## src/rtl/seq_alu.sv

```systemverilog
// Registered ALU with flags and an iterative shift-add multiplier behind a start/busy/done handshake.
// Single-cycle ops complete in 1 cycle; MUL takes WIDTH cycles with busy high; start is ignored while busy.
module seq_alu #(
    parameter int WIDTH = 16
) (
    input  logic             clk,
    input  logic             reset,
    input  logic             start,
    input  logic [3:0]       op,
    input  logic [WIDTH-1:0] a,
    input  logic [WIDTH-1:0] b,
    output logic             busy,
    output logic             done,
    output logic [WIDTH-1:0] result,
    output logic [WIDTH-1:0] result_hi,
    output logic [4:0]       flags
);
    localparam int SHW = $clog2(WIDTH);

    localparam logic [3:0] OP_AND = 4'd0, OP_OR  = 4'd1, OP_XOR = 4'd2, OP_ADD = 4'd3;
    localparam logic [3:0] OP_SUB = 4'd4, OP_CMP = 4'd5, OP_SLT = 4'd6, OP_SLTU = 4'd7;
    localparam logic [3:0] OP_SHL = 4'd8, OP_SHR = 4'd9, OP_SRA = 4'd10, OP_MUL = 4'd11;

    // Flag bit positions within {C,L,F,Z,N}
    localparam int FC = 4, FL = 3, FF = 2, FZ = 1, FN = 0;

    typedef enum logic {S_IDLE, S_MUL} state_t;

    state_t             r_state, w_state_nxt;
    logic [WIDTH-1:0]   r_mul_a;
    logic [2*WIDTH-1:0] r_prod;
    logic [SHW-1:0]     r_cnt;
    logic [WIDTH-1:0]   r_result, r_result_hi;
    logic [4:0]         r_flags;
    logic               r_done;

    logic               w_accept, w_mul_last, w_slt;
    logic [WIDTH:0]     w_sum, w_diff, w_step;
    logic [2*WIDTH-1:0] w_prod_nxt;
    logic [SHW-1:0]     w_sh;
    logic [WIDTH-1:0]   w_res, w_res_hi;
    logic [4:0]         w_flg;

    assign w_accept   = start && (r_state == S_IDLE);
    assign w_mul_last = (r_state == S_MUL) && (r_cnt == SHW'(WIDTH - 1));

    // Product register starts as {0, b}; each step adds a into the top half and shifts right.
    assign w_step     = {1'b0, r_prod[2*WIDTH-1:WIDTH]} + (r_prod[0] ? {1'b0, r_mul_a} : '0);
    assign w_prod_nxt = {w_step, r_prod[WIDTH-1:1]};

    assign w_sum  = {1'b0, a} + {1'b0, b};
    assign w_diff = {1'b0, a} - {1'b0, b};
    assign w_slt  = $signed(a) < $signed(b);
    assign w_sh   = b[SHW-1:0];

    always_comb begin
        w_res    = r_result;
        w_res_hi = '0;
        w_flg    = r_flags;
        case (op)
            OP_AND: begin w_res = a & b; w_flg[FZ] = ~|(a & b); end
            OP_OR:  begin w_res = a | b; w_flg[FZ] = ~|(a | b); end
            OP_XOR: begin w_res = a ^ b; w_flg[FZ] = ~|(a ^ b); end
            OP_ADD: begin
                w_res     = w_sum[WIDTH-1:0];
                w_flg[FC] = w_sum[WIDTH];
                w_flg[FF] = (a[WIDTH-1] == b[WIDTH-1]) && (w_sum[WIDTH-1] != a[WIDTH-1]);
                w_flg[FZ] = ~|w_sum[WIDTH-1:0];
            end
            OP_SUB, OP_CMP: begin
                if (op == OP_SUB) w_res = w_diff[WIDTH-1:0];
                else              w_res_hi = r_result_hi;
                w_flg[FC] = w_diff[WIDTH];
                w_flg[FL] = w_diff[WIDTH];
                w_flg[FN] = w_slt;
                w_flg[FF] = (a[WIDTH-1] != b[WIDTH-1]) && (w_diff[WIDTH-1] != a[WIDTH-1]);
                w_flg[FZ] = (a == b);
            end
            OP_SLT:  begin w_res = {{(WIDTH-1){1'b0}}, w_slt};         w_flg[FZ] = ~w_slt; end
            OP_SLTU: begin w_res = {{(WIDTH-1){1'b0}}, w_diff[WIDTH]}; w_flg[FZ] = ~w_diff[WIDTH]; end
            OP_SHL:  begin w_res = a << w_sh;            w_flg[FZ] = ~|(a << w_sh); end
            OP_SHR:  begin w_res = a >> w_sh;            w_flg[FZ] = ~|(a >> w_sh); end
            OP_SRA:  begin w_res = $signed(a) >>> w_sh;  w_flg[FZ] = ~|($signed(a) >>> w_sh); end
            OP_MUL:  ;
            default: w_res = '0;
        endcase
    end

    always_ff @(posedge clk) begin
        if (reset) r_state <= S_IDLE;
        else       r_state <= w_state_nxt;
    end

    always_comb begin
        w_state_nxt = r_state;
        case (r_state)
            S_IDLE:  if (w_accept && op == OP_MUL) w_state_nxt = S_MUL;
            S_MUL:   if (w_mul_last) w_state_nxt = S_IDLE;
            default: w_state_nxt = S_IDLE;
        endcase
    end

    always_comb begin
        busy = (r_state == S_MUL);
    end

    always_ff @(posedge clk) begin
        if (reset) begin
            r_mul_a     <= '0;
            r_prod      <= '0;
            r_cnt       <= '0;
            r_result    <= '0;
            r_result_hi <= '0;
            r_flags     <= '0;
            r_done      <= 1'b0;
        end else begin
            r_done <= 1'b0;
            if (w_accept) begin
                if (op == OP_MUL) begin
                    r_mul_a <= a;
                    r_prod  <= {{WIDTH{1'b0}}, b};
                    r_cnt   <= '0;
                end else begin
                    r_result    <= w_res;
                    r_result_hi <= w_res_hi;
                    r_flags     <= w_flg;
                    r_done      <= 1'b1;
                end
            end else if (r_state == S_MUL) begin
                r_prod <= w_prod_nxt;
                r_cnt  <= r_cnt + 1'b1;
                if (w_mul_last) begin
                    r_result    <= w_prod_nxt[WIDTH-1:0];
                    r_result_hi <= w_prod_nxt[2*WIDTH-1:WIDTH];
                    r_flags[FC] <= |w_prod_nxt[2*WIDTH-1:WIDTH];
                    r_flags[FZ] <= ~|w_prod_nxt;
                    r_done      <= 1'b1;
                end
            end
        end
    end

    assign done      = r_done;
    assign result    = r_result;
    assign result_hi = r_result_hi;
    assign flags     = r_flags;
endmodule

```

## config.mk

```make
export PLATFORM = sky130hd
export DESIGN_NAME = seq_alu
export DESIGN_NICKNAME = d
export VERILOG_FILES = /design/src/rtl/seq_alu.sv
export SDC_FILE = /design/constraint.sdc
export NUM_CORES = 1
export LEC_CHECK = 0
export ABC_AREA = 1
export CORE_UTILIZATION = 50
export CTS_BUF_LIST = sky130_fd_sc_hd__clkbuf_4 sky130_fd_sc_hd__clkbuf_8 sky130_fd_sc_hd__clkbuf_16
export CTS_CLUSTER_SIZE = 20
export DETAILED_ROUTE_END_ITERATION = 10
export PLACE_DENSITY = 0.74
export SLEW_MARGIN = 10
export SYNTH_ARGS = -nofsm -noshare
export SYNTH_HDL_FRONTEND = slang
export SYNTH_SLANG_ARGS = --single-unit
```

## constraint.sdc

```tcl
create_clock -name clk -period 6.65 [get_ports clk]
set_input_delay 0.665 -clock clk [delete_from_list [all_inputs] [get_ports clk]]
set_output_delay 0.665 -clock clk [all_outputs]
set_load 0.03 [all_outputs]
```

# Yosys cells after proc, flatten, opt, wreduce, memory -nomap -nowiden
# Index checks and enable logic that the tools add are counted.
# word_totals
register_bits	91
in_bits	39
word_cells	120
# classes
addsub	4
order_cmp	1
eq_ne	22
shifts	3
mux	38
bitwise_logic	7
reduce_logical	34
# ops
cell	n
$mux W16	12
$pmux W16 S10	1
$reduce_or A16 Y1	8
$mux W32	3
$add A16 B16 Y17	2
$reduce_or A32 Y1	1
$eq A4 B4 Y1 const B	5
$sub A16 B16 Y17	1
$and A16 B16 Y16	1
$eq A16 B16 Y1	1
$eq A4 B3 Y1 const B	4
$lt A16 B16 Y1	1
$or A16 B16 Y16	1
$shl A16 B4 Y16	1
$shr A16 B4 Y16	1
$sshr A16 B4 Y16	1
$xor A16 B16 Y16	1
$mux W1	14
$mux W4	3
$reduce_and A4 Y1	3
$ne A11 B1 Y1 const B	1
$pmux W1 S10	1
$eq A4 B2 Y1 const B	2
$logic_not A1 Y1	8
other kinds (17)	32

# Logic depth before layout (Yosys ltp)
# logic_depth
depth_word	7
mapped_depth	20

# Worst setup path before layout
# OpenSTA, ideal clock, no wires.
# synth_timing
path_type	input port to flip-flop
from	input b[3]
to	register r_result[12] (netlist: result[12])
t_arrival_ns	2.743
required_time_ns	6.530
slack_ns	3.788
stages	14
n_path_buf	3
path_cell_list	buf_2 -> inv_1 -> buf_2 -> buf_1 -> ha_1 -> inv_1 -> o21ai_1 -> o21ai_2 -> a21boi_0 -> or2_2 -> nand3_1 -> o2111ai_1 -> nand2_1 -> a21oi_1
# synth_via
elab_chain_len	5
# synth_lines
element	line	source
start, declared	11	input logic [WIDTH-1:0] b,
$sub A16 B16 Y17	52	assign w_diff = {1'b0, a} - {1'b0, b};
$mux W16	71	if (op == OP_SUB) w_res = w_diff[WIDTH-1:0];
$pmux W16 S10 *	60	case (op)
$mux W16 *	119	if (op == OP_MUL) begin
$mux W16 *	118	if (w_accept) begin
end signal, assigned	124	r_result <= w_res;
end signal, assigned	133	r_result <= w_prod_nxt[WIDTH-1:0];
end, declared	33	logic [WIDTH-1:0] r_result, r_result_hi;
# Every way passes the cells marked *; elsewhere a longest branch is shown, timed or not. The select of a mux whose other input is x is not followed.
# A chain may end at the register's enable or synchronous reset.

# Final worst setup path
# layout_timing
from	register r_state (netlist: busy)
to	register r_result[8] (netlist: result[8])
# layout_via
elab_chain_len	4
# layout_lines
element	line	source
start, declared	29	state_t r_state, w_state_nxt;
start signal, assigned	91	else r_state <= w_state_nxt;
$not A1 Y1	--	
$logic_and A1 B1 Y1	44	assign w_accept = start && (r_state == S_IDLE);
$ne A3 B3 Y1 (no line) (tied with other cells)	--	
$reduce_and A4 Y1 (no line)	--	
# Several ways; a longest one is shown, not always the timed one.

==> run metrics <==
outcome completed; CTS Root Cell clkbuf_16; count of unique library cells instantiated by Yosys 46; async set-reset flop share out of synthesis 0%; cells after synthesis ~1.6k; initial antenna violation count 0; MaxCap Viol Count 0; Initial Util just over 50%; CP max FO 33; Startpoint Class flip-flop; CP arrival 4.50 ns; top-count cell post-synth nand2_1; dominant cell type by area after synthesis dfxtp_1; clk slew on worst S/H paths ~0.080 ns; share of the synthesized area in the top cell type about a fifth; final layout net count between 1.5k and 2k; via count between 10k and 15k; IO Pins 78; CP Capture Type flip-flop; DPL Wire Length around 28 mm; Mapped Area just over 9000 sq um; flip-flop and latch count after synthesis 91; Overall Global Routing Usage 37.68%; Synth area leaders dfxtp_1 20%, nand2_1 18%, nand3_1 9.7%; Overflow after GRT 0; DR pass1 iterations 7; TNS Setup 0 ns; Core Region approximately 18000 sq um; PnR Total Power ~0.0016 W; CTS tree built; RSZ-0062 raised after global routing no; fmax approximately 230 MHz; die area 18910 sq um; CTS resizes 0; Pleak slightly below 5 nW; worst-margin pin slew 1.065 ns; WP data required about 6.9 ns; # port buffers 77; Max Slew Vio Count 0; WL/cell roughly 19 um; Die Y approximately 140 um; Diodes inserted 0; Reg-to-Reg End result[8]; Reg2Reg Launch Point busy; EDFF count, synth 0; crit path from busy; reg2reg setup slack about 2.4 ns; list of most frequent post-synthesis cells 442 x nand2_1, 178 x nand3_1, 149 x inv_1; post-layout util between 50% and 60%; fin crit share between 60 and 70%; Synth Flop Type dfxtp_1; final instance area 10240 sq um; Layout area overhead 11.53%; Ys Warns 0; die width roughly 140 um; Peak VDD IR 124.3 uV; Worst-Skew Late Latency around 0.35 ns; Hold Vio Cnt, Final 0; CTS H-tree depth 3; Final setup viols 0; vias per cell 5.950; kind of critical path flip-flop to flip-flop; drt first-iter violations approximately 1.0k; CTS Hold Bufs 0; Inserted Clock Buffers 9; end of the critical path result[8]; hold slack final between 0.4 and 0.5 ns; Mapped Nets approximately 1.7k; minimum clock period about 4.3 ns; layout cells sized above 1 about 4.2%; Post-CTS Setup Bufs 0; clock buffer depth 2; pin count of the biggest net entering global routing between 50 and 60; clk_skew roughly 0.015 ns; max_slew headroom between 20% and 30%; placed cell areas roughly 10000 sq um; CTS Sinks 91; Final ANT Viol Nets 0; vias in the first global route 9836; global-route wire length before repair 53.81 mm; PwrDens 158.2 nW/um^2; synthesized area per cell between 5 and 6 sq um; final wirelength 35.03 mm; sequential area share after synthesis between 10% and 20%; row count 49; DRC Markers 0; Hold Path Class flip-flop to flip-flop; GPL Wtd Cong 1.025; R2R depth 7
-- cells in the final DEF (no fill, tap or decap), types with 6 or more instances in the layout --
master | netlist | layout
inv_2 | 13 | 13
nor4_1 | 13 | 13
nor3_1 | 10 | 10
a21oi_1 | 131 | 131
o21ai_0 | 107 | 107
a31oi_1 | 27 | 27
nand3b_1 | 6 | 6
xor2_1 | 13 | 13
nand2_1 | 442 | 442
nand4_1 | 27 | 27
ha_1 | 71 | 71
clkbuf_16 | 0 | 9
nand2_4 | 6 | 6
inv_1 | 149 | 149
buf_4 | 4 | 7
nor2_2 | 7 | 6
clkdlybuf4s50_1 | 0 | 77
o22ai_1 | 12 | 12
o21ai_1 | 7 | 7
nor2_1 | 115 | 115
nand3_1 | 178 | 178
dfxtp_1 | 91 | 91
o211ai_1 | 8 | 8
-- where the power goes --
group	switching (W)	leakage (nW)	total, W	internal (W)
Clock	0.000248	0.149	0.000517	0.000269
Combinational	0.000366	3.94	0.000529	0.000163
Sequential	0.0000127	0.739	0.000574	0.000561
Total	0.000627	4.83	0.00162	0.000993
-- worst max-delay path, stage by stage, from the launching register on --
cell and delay [ns]:
dfxtp_1 0.88, inv_1 0.17, nand2_1 0.81, inv_1 0.80, a31oi_4 0.76, inv_2 0.37, a21oi_1 0.24, a21oi_1 0.09
-- per-stage QoR --
step	setup slack, ns	std cells
final	2.386	1808
after global routing	2.016	1808
after CTS	2.526	1808
after floorplan	3.788	1551
after global placement	2.559	1792
after detailed placement	2.558	1792
-- logic make-up (layout without fill, tap and decap cells) --
| family | Yosys count | count (layout) | synth area share [%] |
|---|---|---|---|
| compound gates | 318 | 318 | 19.15 |
| xor+xnor | 14 | 14 | 1.336 |
| fa+ha+maj | 74 | 74 | 10.33 |
| buf+inv | 237 | 265 | 10.73 |
| flops | 91 | 91 | 19.84 |
| simple gates | 817 | 817 | 38.61 |
-- layout make-up --
class | count | area (sq um)
repair buffers | 84 | 823.3
well taps | 229 | 286.5
clock buffers | 9 | 225.2
flip-flops and latches | 91 | 1822
clock inverters | 7 | 76.32
inverters | 165 | 626.9
fillers | 1839 | 7725
multi-input cells | 1223 | 6379
-- metal layers --
| layer | vias to the layer above | share of wire, % | wire length [um] | GRT usage (%) |
|---|---|---|---|---|
| li1 | 5226 | - | - | - |
| met1 | 4886 | 40 | 13950 | 45.39 |
| met2 | 514 | 46 | 16090 | 62.65 |
| met3 | 131 | 6.4 | 2254 | 3.826 |
| met4 | 0 | 7.8 | 2735 | 26.56 |
| met5 | - | 0 | 0 | 0 |
-- worst min-delay path by stage --
stage	from	endpoint	slack (ns)	depth (start not counted)
floorplan	r_cnt[3]	r_cnt[3]	0.44	2
global placement	result_hi[5]	result_hi[5]	0.45	2
detailed placement	result_hi[3]	result_hi[3]	0.46	2
CTS	result_hi[3]	result_hi[3]	0.47	2
global route	result_hi[3]	result_hi[3]	0.47	2
finish	result_hi[14]	result_hi[14]	0.47	2
-- sequential cells by signal (all words and copies together), names as in the netlist --
name,cells
busy,1
done,1
flags,5
r_cnt,4
r_mul_a,16
r_prod,32
result,16
result_hi,16
Note: power is estimated with default switching activity, not from simulation.
